## src/rtl/regfile_mp.sv

```systemverilog
// regfile_mp: parametrised multi-port integer register file for the execute stage.
// Storage has no reset; a hardware sequencer zeroes it after reset or on request.
//
// state   | meaning
// --------+-----------------------------------------------------------
// S_CLEAR | clr_idx walks the array writing zeros; ports are blocked
// S_RUN   | normal operation: writes commit, reads return data
module regfile_mp #(
  parameter int XLEN           = 32,
  parameter int NREGS          = 32,
  parameter int NUM_RD         = 2,
  parameter int NUM_WR         = 1,
  parameter int ZERO_REG       = 1,
  parameter int BYPASS         = 1,
  parameter int CLEAR_ON_RESET = 1,
  localparam int AW            = (NREGS <= 2) ? 1 : $clog2(NREGS)
) (
  input  logic                     i_clk,
  input  logic                     i_rst,
  input  logic [NUM_WR-1:0]        i_wr_en,
  input  logic [NUM_WR*AW-1:0]     i_wr_addr,
  input  logic [NUM_WR*XLEN-1:0]   i_wr_data,
  input  logic [NUM_RD*AW-1:0]     i_rd_addr,
  output logic [NUM_RD*XLEN-1:0]   o_rd_data,
  input  logic                     i_clear,
  output logic                     o_ready,
  output logic [NREGS*XLEN-1:0]    d_regs_out
);

  typedef enum logic {
    S_CLEAR = 1'b0,
    S_RUN   = 1'b1
  } state_t;

  // Register 0 is hardwired when ZERO_REG, so the sweep skips it.
  localparam logic [AW-1:0] START_IDX = AW'((ZERO_REG != 0) ? 1 : 0);
  localparam logic [AW-1:0] LAST_IDX  = AW'(NREGS - 1);
  localparam state_t        RST_STATE = (CLEAR_ON_RESET != 0) ? S_CLEAR : S_RUN;
  localparam logic          RST_READY = (CLEAR_ON_RESET != 0) ? 1'b0 : 1'b1;

  state_t          r_state;
  logic [AW-1:0]   r_clr_idx;
  logic            r_ready;
  logic [XLEN-1:0] r_mem [NREGS];

  // Out-of-range addresses (non power-of-two depth) and the hardwired zero are invalid.
  function automatic logic addr_valid(input logic [AW-1:0] a);
    addr_valid = (int'(a) < NREGS) && !((ZERO_REG != 0) && (a == '0));
  endfunction

  // Sequencer: clear sweep and run/clear handshake; o_ready is registered here.
  always_ff @(posedge i_clk or posedge i_rst) begin
    if (i_rst) begin
      r_state   <= RST_STATE;
      r_clr_idx <= START_IDX;
      r_ready   <= RST_READY;
    end else begin
      case (r_state)
        S_CLEAR: begin
          if (r_clr_idx == LAST_IDX) begin
            r_state   <= S_RUN;
            r_clr_idx <= START_IDX;
            r_ready   <= 1'b1;
          end else begin
            r_clr_idx <= r_clr_idx + 1'b1;
          end
        end
        S_RUN: begin
          if (i_clear) begin
            r_state <= S_CLEAR;
            r_ready <= 1'b0;
          end
        end
        default: begin
          r_state <= S_CLEAR;
          r_ready <= 1'b0;
        end
      endcase
    end
  end

  // Storage update: clear sweep has the array to itself; otherwise the
  // highest-numbered enabled port wins because its assignment lands last.
  always_ff @(posedge i_clk) begin
    if (r_state == S_CLEAR) begin
      r_mem[r_clr_idx] <= '0;
    end else begin
      for (int k = 0; k < NUM_WR; k++) begin
        if (i_wr_en[k] && addr_valid(i_wr_addr[k*AW +: AW])) begin
          r_mem[i_wr_addr[k*AW +: AW]] <= i_wr_data[k*XLEN +: XLEN];
        end
      end
    end
  end

  for (genvar j = 0; j < NUM_RD; j++) begin : g_rd
    logic [AW-1:0]   w_addr;
    logic [XLEN-1:0] w_val;

    assign w_addr = i_rd_addr[j*AW +: AW];

    // Read mux: masked while clearing or for invalid addresses, then
    // storage, then optional same-cycle bypass with write-port priority.
    always_comb begin
      w_val = '0;
      if ((r_state == S_RUN) && addr_valid(w_addr)) begin
        w_val = r_mem[w_addr];
        if (BYPASS != 0) begin
          for (int k = 0; k < NUM_WR; k++) begin
            if (i_wr_en[k] && (i_wr_addr[k*AW +: AW] == w_addr)) begin
              w_val = i_wr_data[k*XLEN +: XLEN];
            end
          end
        end
      end
    end

    assign o_rd_data[j*XLEN +: XLEN] = w_val;
  end

  for (genvar r = 0; r < NREGS; r++) begin : g_dbg
    if ((ZERO_REG != 0) && (r == 0)) begin : g_zero
      assign d_regs_out[r*XLEN +: XLEN] = '0;
    end else begin : g_store
      assign d_regs_out[r*XLEN +: XLEN] = r_mem[r];
    end
  end

  assign o_ready = r_ready;

endmodule

```

## config.mk

```make
export PLATFORM = sky130hd
export DESIGN_NAME = regfile_mp
export DESIGN_NICKNAME = d
export VERILOG_FILES = /design/src/rtl/regfile_mp.sv
export SDC_FILE = /design/constraint.sdc
export NUM_CORES = 1
export LEC_CHECK = 0
export BUFFER_PORTS_ARGS = -buffer_cell sky130_fd_sc_hd__clkbuf_2
export CAP_MARGIN = 20
export CORE_AREA = 3 3 445 447
export CTS_BUF_LIST = sky130_fd_sc_hd__clkbuf_8
export CTS_CLUSTER_SIZE = 25
export DETAILED_ROUTE_END_ITERATION = 10
export DIE_AREA = 0 0 448 450
export PLACE_DENSITY = 0.41
export SKIP_LAST_GASP = 1
export SYNTH_ARGS = -nofsm -noshare
export SYNTH_HDL_FRONTEND = slang
export SYNTH_SLANG_ARGS = --single-unit
```

## constraint.sdc

```tcl
create_clock -name i_clk -period 4.2 [get_ports i_clk]
set_input_delay 0 -clock i_clk [delete_from_list [all_inputs] [get_ports i_clk]]
set_output_delay 0 -clock i_clk [all_outputs]
set_load 0.02 [all_outputs]
```

Yosys cells after proc, flatten, opt, wreduce, memory -nomap -nowiden:

Memories as Yosys holds them, arrays and structs flattened.
Index checks and enable logic that the tools add are counted.

* bits of input ports: 51
* flip-flop bits (word level): 7
* memories: 1
* bits in writable memories: 1024
* word-level logic and storage cells: 42
* output and inout bits: 1089

* bitwise operators: 1
* reduce and logical (&&, ||, !) cells: 13
* mux-type cells: 18
* equal/unequal tests: 5
* add/subtract/negate cells: 1

Memory list
* r_mem: words 32, width 32, rd ports 33, clocked after memory_dff 0, write ports 1, line 44 `logic [XLEN-1:0] r_mem [NREGS];`

Operator list (number)
* $mux W32: 5
* $reduce_or A32 Y1: 1
* $logic_not A5 Y1: 3
* $eq A5 B5 Y1: 2
* $mux W5: 2
* $mux W1: 9
* $add A5 B1 Y5 const B: 1
* $eq A5 B5 Y1 const B: 1
* $logic_and A1 B1 Y1: 5
* $ne A2 B2 Y1 const B: 2
* $pmux W1 S2: 2
* $logic_not A1 Y1: 3
* $reduce_and A2 Y1: 1
* $not A1 Y1: 1

Longest topological paths before layout:

Gate-level depths: netlist of run 1.

* depth after elaboration: 8
* gate-level depth with buffers: 9
* mapped depth without buffers: 6

Least setup slack after synthesis of run 1:

No wires, ideal clock.

* path type: register to register
* start point: register r_state
* end point: memory r_mem[18][0] (enable)
* path slack: 1.049 ns
* clock period less this slack: 3.151 ns
* arrival: 2.730 ns
* cell stages (with the launch flop): 7
* library setup time: 0.421 ns
* path buffers: 2
* data required time: 3.779 ns
* cells stage by stage: dfrtp_1 > clkbuf_1 > nand2_1 > a21oi_1 > clkbuf_1 > a41oi_1 > nor2_1

* cells in the longest elaborated chain, start to end: 4
* elaborated cells between the ends (all ways): 6
* those cells by class: 5 x mux; 1 x reduce/logical

Ends and longest elaborated chain
* start, declared: line 41 `state_t r_state;`
* start signal, assigned: line 54 `r_state <= RST_STATE;`
* start signal, assigned: line 61 `r_state <= S_RUN;`
* start signal, assigned: line 70 `r_state <= S_CLEAR;`
* $mux W1: line 85 `if (r_state == S_CLEAR) begin`
* $mux W1 (not written as such): line 90 `r_mem[i_wr_addr[k*AW +: AW]] <= i_wr_data[k*XLEN +: XLEN];`
* $reduce_or A32 Y1 (no line)
* $mux W5 (no line) or $mux W1 (tied branches)
* end, declared: line 44

Parallel ways exist; a longest one is shown, timed or not.

Final worst setup path of run 1:

* start point: register r_state
* end point: output port o_rd_data[43]

* cells in the longest elaborated chain, start to end: 2

Ends and longest elaborated chain
* $logic_and A1 B1 Y1: line 106 `if ((r_state == S_RUN) && addr_valid(w_addr)) begin`
* $mux W32: line 106
* end, declared: line 24 `output logic [NUM_RD*XLEN-1:0] o_rd_data,`

No other way between the ends.

==> summary.txt, run 1 <==
Timing
  – Pins Over Slew Limit: 0
  – Final hold vios: 0
  – Setup TNS: 0 ns
  – Setup Skew: 0.0612 ns
  – Maximum clock frequency: 257 MHz
  – Slew headroom: 17.2%
  – Share of the clock period used by the worst path: around 93%
  – Tmin final: 3.89 ns
  – RSZ-0062 raised after global routing: false
  – Final setup vio count: 0
  – Worst Slack Setup Final: 0.307 ns
  – Slew at the pin closest to its max-slew limit: 1.24 ns

Pwr
  – Gate power share: around 25%
  – Sw Share: 35.5%
  – Clk pwr share: 32.0%
  – Pwr Density: 503 nW/µm²
  – Power Internal: about 20,000 µW
  – Leakage: around 0.024 µW
  – Net Switching: 11,300 µW
  – Max VDD drop: 0.217 mV
  – Reg power frac: 43.5%

Logic synthesis
  – Commonest register cell after synthesis: edfxtp_1
  – Commonest cells post-synth: 1,024 x edfxtp_1, 386 x mux4_2, 254 x mux2i_1, 126 x a22oi_1, 100 x a221oi_1
  – Post-synthesis cell count: roughly 2,700
  – Cell area after synthesis: 49,400 µm²
  – Unique masters post-synth: 62
  – Sequential fraction of the synthesis area: 62.6%
  – Synth warn: 0
  – FFs w/ async S/R, synth: 0.679%
  – Syn avg cell area: 18.0 µm²
  – FF+latch count, synth: 1,031
  – Cell with the most instances after synthesis: edfxtp_1
  – Synth top area share: ~62%
  – Largest area contributor in the synthesized netlist: edfxtp_1
  – Top area cells in the synthesized netlist: edfxtp_1 62%, mux4_2 18%, mux2i_1 5.1%, a22oi_1 1.9%, a221oi_1 1.8%
  – EDFF count, synth: 1,024

Placement
  – Post-DP HPWL: 204,000 µm
  – Pre-CTS WS: 0.679 ns
  – Gpl congestion: between 0.9 and 1
  – Cells after DPL: approximately 6,400
  – Post-DP Area: 58,900 µm²
  – Buffers on Ports: ~1,100

Floorplan
  – Die Ht: 450 µm
  – Core area: between 150,000 and 200,000 µm²
  – DIE WIDTH: about 450 µm
  – Die area: roughly 200,000 µm²
  – Top-level I/O count: 1,140
  – Starting density of the core: 25.4%
  – Row count: 162

Routing
  – ANT nets after route: 0
  – # DRC: 0
  – Initial DRC count: 4,004
  – Avg WL per Cell: between 40 and 50 µm
  – Drt total wl: around 280,000 µm
  – Pre-antenna DRT Iters: 6
  – Total number of vias: 36,900
  – DR vias/cell: 5.47

Setup path
  – Critical path startpoint category: flop
  – Worst EP required: 4.20 ns
  – Worst Path Max Fanout: 19
  – Critical path class: flop to primary output
  – Worst setup EP type: primary output
  – CP arrival: 3.89 ns

Final layout
  – Share of layout cells above drive strength 1: about half
  – Finished layout cell area: 63,200 µm²
  – Area growth, synth to finish: 27.8%
  – Final-stage net count: 4,100
  – Fin cells: 6,756

Clocking
  – Clk pin slew, worst setup/hold paths: around 0.070 ns
  – # clock sinks: 1,031
  – Post-CTS Setup Bufs: 0
  – CTS tree: done
  – Clk_lat worst skew: 0.96 ns
  – CTS buffer count: slightly below 200
  – CTS H-Tree Depth: 4
  – Clk root buf: clkbuf_8
  – Clock Path Buffers: 3

Hold path
  – Worst Hold Class: primary input to flop

Global routing
  – Largest net degree at the start of global routing: 84
  – Total GRT Usage: between 20% and 30%
  – Vias in the first global route: between 30,000 and 40,000
  – First-pass GRT wire length: 370,000 µm
  – Initial antenna violation count: 27
  – GR Overflow Total: 0

Outcome
  – Outcome: finished clean

Job
  – Max cap viols: 0
[worst max-delay path, cell delays in order (launching register included)]
cell,delay [ns]
dfrtp_2,0.57
inv_1,0.20
nor3_1,0.34
o21ai_4,0.28
buf_12,0.25
a31oi_1,0.57
a221o_1,0.43
clkbuf_2,0.24
[cell families after synthesis]
kind of cell / share of synthesized area, %
buf+inv: 3.37
simple gates: 2.54
fa+ha+maj: 0.0506
mux: 22.8
flops: 62.6
compound gates: 8.50
xor+xnor: 0.177
other cells: 0.00758
[layout by cell type, fill, tap and decap left out, drive strengths merged, types with 37 or more instances in the layout]
cell type,count
clkbuf,1300
edfxtp,1024
mux4,386
mux2i,254
buf,199
a22oi,126
a221oi,126
clkinv,83
nor2,79
inv,66
nand2,45
dlygate4sd3,39
a21oi,37
o21ai,37
[state kept, by name (all words and copies together) (netlist names)]
name,count
o_ready,1
r_clr_idx,5
r_mem,1024
r_state,1
[metal layers]
layer	vias to the layer above	GRT usage, %	wire length, µm
li1	14400	-	-
met5	-	0	30
met1	19900	35.3	114000
met3	459	7.03	22800
met4	6	14.2	17200
met2	2149	42.3	129000
[power groups by stage]
stage | sequential (µW) | clock, µW | combinational, µW
after floorplan | 14700 | 0 | 2900
after global placement | 14000 | 0 | 7870
after detailed placement | 14000 | 0 | 7860
after CTS | 13800 | 10400 | 7910
after global routing | 13900 | 10900 | 8090
final | 13800 | 10200 | 7790
[timing repair]
item / CTS / global route
hold endpoints to repair: 853 / 0
endpoints found under the setup margin: 0 / 6
gates resized for setup: 0 / 4
hold buffers: 39 / 0
[through the flow]
step	hold WS, ns	utilization [%]	power, µW
2_1_floorplan	-0.197	-	17600
3_5_place_dp	-0.0444	30.3	21800
3_3_place_gp	-0.0482	30.3	21900
5_1_grt	0.0831	32.5	32800
4_1_cts	0.00340	32.4	32100
6_report	0.135	32.5	31800
[worst paths after layout]
path	start	end	slack (ns)	depth (start not counted)
max	r_state$_DFF_PP0_	o_rd_data[43]	0.31	7
min	i_wr_addr[1]	r_mem[25][21]$_DFFE_PP_	0.13	5
max reg2reg	r_state$_DFF_PP0_	r_mem[13][23]$_DFFE_PP_	0.92	7
min reg2reg	r_clr_idx[0]$_DFFE_PP1N_	r_clr_idx[0]$_DFFE_PP1N_	0.56	2
max in group asynchronous	i_rst	r_state$_DFF_PP0_	3.79	4
min in group asynchronous	i_rst	o_ready$_DFFE_PP0P_	0.15	4
[final cells by class]
class | instances | area, µm²
multi-input combinational | 1468 | 17300
timing repair buffer | 1339 | 7840
tap | 2542 | 3180
antenna | 8 | 20.0
fill | 19200 | 131000
inverter | 11 | 43.8
sequential | 1031 | 30900
clock inverter | 158 | 1110
clock buffer | 199 | 2740
No activity file was read; power rests on OpenSTA's default activity.
==> run 2, diff against run 1 <==
CTS_BUF_LIST = sky130_fd_sc_hd__clkbuf_4 sky130_fd_sc_hd__clkbuf_8   (was sky130_fd_sc_hd__clkbuf_8)
==> run 2 against run 1 <==
Against the previous run: final cell count hardly changed; combinational power hardly changed; clock skew is 0.0037 ns higher; maximum frequency is 1.3% lower; register-to-register slack hardly changed; largest cell class unchanged; critical path type unchanged; global-route usage hardly changed; power is 1.5% higher; die area stayed put; largest power group unchanged; sequential power hardly changed; critical endpoint is now o_rd_data[42]; first-iteration DRC count is 2.3% higher.
==> summary.txt, run 2 (same netlist as run 1, synthesis figures left out) <==
Timing
  – Slew at the pin closest to its max-slew limit: 1.19 ns (-0.0518 ns)
  – Final setup vio count: 0 (unchanged)
  – Pins Over Slew Limit: 0 (unchanged)
  – Tmin final: 3.94 ns (+0.0524 ns)
  – RSZ-0062 raised after global routing: false
  – Maximum clock frequency: 253 MHz (-1.3%)
  – Share of the clock period used by the worst path: 93.9% (+1.2 points)
  – Setup TNS: 0 ns (unchanged)
  – Setup Skew: 0.0648 ns (+0.00367 ns)
  – Slew headroom: 20.7% (+3.5 points)
  – Final hold vios: 0 (unchanged)

Final layout
  – Area of the multi-input gates: 17,300 µm² (unchanged)
  – Finished layout cell area: 63,400 µm² (+0.29%)
  – Fillers: 19,100 (-0.24%)
  – Commonest non-fill, non-tap cell in the layout: clkbuf_2
  – Commonest cells after routing, fill and taps aside: 1,099 x clkbuf_2, 1,024 x edfxtp_1, 386 x mux4_2
  – Max FFs per register: 1,024 (unchanged)
  – Register area: 30,900 µm² (unchanged)
  – Top Registers: r_mem: 1024 flops, r_clr_idx: 5 flops
  – Final-stage net count: 4,100 (unchanged)
  – Share of layout cells above drive strength 1: 49.5% (+1.2 points)
  – Largest Register: r_mem
  – Area growth, synth to finish: 28.2%
  – Final Util: 32.6% (+0.096 points)

Job
  – Max cap viols: 0 (unchanged)

Global routing
  – Largest net degree at the start of global routing: 84 (unchanged)
  – Total GRT Usage: 27.4% (about the same)
  – Initial antenna violation count: 26 (-3.7%)
  – First-pass GRT wire length: 370,000 µm (about the same)
  – GR Overflow Total: 0 (unchanged)
  – Vias in the first global route: 36,700 (+0.068%)

Routing
  – Pre-antenna DRT Iters: 5 (-1)
  – Initial DRC count: 4,096 (+2.3%)
  – # DRC: 0 (unchanged)
  – Avg WL per Cell: 42.0 µm (+0.16%)
  – Total number of vias: 37,100 (+0.47%)
  – ANT nets after route: 0 (unchanged)
  – Drt total wl: 283,000 µm (+0.13%)
  – DR vias/cell: 5.49 (+0.50%)

Hold path
  – Worst hold start: i_wr_addr[1]
  – Worst Hold Class: primary input to flop

Floorplan
  – Core area: 195,000 µm² (unchanged)
  – Top-level I/O count: 1,140 (unchanged)
  – Die area: 202,000 µm² (unchanged)
  – Row count: 162 (unchanged)
  – Starting density of the core: 25.4% (unchanged)
  – Die Ht: 450 µm (unchanged)
  – DIE WIDTH: 448 µm (unchanged)

Clocking
  – CTS buffer count: 196 (unchanged)
  – # clock sinks: 1,031 (unchanged)
  – Clk_lat worst skew: 0.97 ns (about the same)
  – Clock Path Buffers: 3 (unchanged)
  – Clk pin slew, worst setup/hold paths: 0.07 ns (about the same)
  – CTS H-Tree Depth: 4 (unchanged)
  – CTS tree: done
  – Clk root buf: clkbuf_8

Placement
  – Gpl congestion: 0.923 (unchanged)
  – Buffers on Ports: 1,107 (unchanged)
  – Post-DP HPWL: 204,000 µm (unchanged)
  – Post-DP Area: 58,900 µm² (unchanged)

Setup path
  – Critical path launch point: r_state$_DFF_PP0_
  – CP arrival: 3.94 ns (+0.05 ns)
  – Worst Path Max Fanout: 19 (unchanged)
  – Critical path startpoint category: flop
  – Worst setup EP type: primary output
  – FF-to-FF Start: r_state$_DFF_PP0_
  – Worst EP required: 4.20 ns (about the same)
  – Critical path class: flop to primary output

Outcome
  – Outcome: finished clean

Pwr
  – Pwr Density: 509 nW/µm² (+1.2%)
  – Leakage: 0.0236 µW (-0.16%)
  – Max VDD drop: 0.219 mV (+0.97%)
-- run 2: cell types whose count changed in the layout (fill, tap and decap cells not counted), sizes merged --
| cell | delta |
|---|---|
| clkbuf | +51 |
| diode | -2 |
| inv | -51 |
-- run 2: worst max-delay path: stages, from the launching register on --
cell and delay (ns):
dfrtp_2 0.58, inv_1 0.21, nor3_1 0.34, o21ai_4 0.28, buf_12 0.25, a31oi_1 0.66
a221o_1 0.39, clkbuf_2 0.23
-- run 2: worst paths after layout --
path / to / cells after the start / slack (ns)
max in group asynchronous: r_state$_DFF_PP0_ / 4 / 3.79
min: r_mem[25][21]$_DFFE_PP_ / 5 / 0.12
min reg2reg: o_ready$_DFFE_PP0P_ / 2 / 0.56
min in group asynchronous: o_ready$_DFFE_PP0P_ / 4 / 0.14
max: o_rd_data[42] / 7 / 0.26
max reg2reg: r_mem[15][9]$_DFFE_PP_ / 7 / 0.91
-- run 2: cell type report --
| class | count | share of cell area, % |
|---|---|---|
| clock inverter | 107 | 1.44 |
| tap | 2542 | 5.02 |
| timing repair buffer | 1339 | 12.4 |
| clock buffer | 250 | 4.93 |
| inverter | 11 | 0.0691 |
| antenna | 6 | 0.0237 |
| multi-input combinational | 1468 | 27.3 |
| sequential | 1031 | 48.8 |
-- run 2: layer usage --
metal | global-route usage (%) | up-vias | wire length, µm
li1 | - | 14400 | -
met1 | 35.2 | 20100 | 114000
met2 | 42.3 | 2132 | 129000
met3 | 6.96 | 457 | 22700
met4 | 14.4 | 8 | 17400
met5 | 0 | - | 41
-- run 2: power by group --
part           total (µW)  leakage [µW]  switching [µW]  internal [µW]
logic                7800        0.0119            5510           2290
registers           13800       0.00960            1020          12800
clock network       10600       0.00212            4770           5840
-- run 2: through the flow --
stage	hold WS [ns]	instances	total power, µW	setup WS (ns)
floorplan	-0.197	2777	17600	1.05
global placement	-0.0482	6350	21900	0.757
detailed placement	-0.0444	6351	21800	0.679
CTS	0.00390	6747	32600	0.0538
global route	0.0836	6750	33300	0.228
finish	0.118	6754	32200	0.255
-- run 2: what timing repair did --
item | CTS | global route
hold buffers | 39 | 0
hold endpoints to repair | 849 | 0
resized for setup | 0 | 4
endpoints found under the setup margin | 0 | 6
setup buffers | 0 | 0
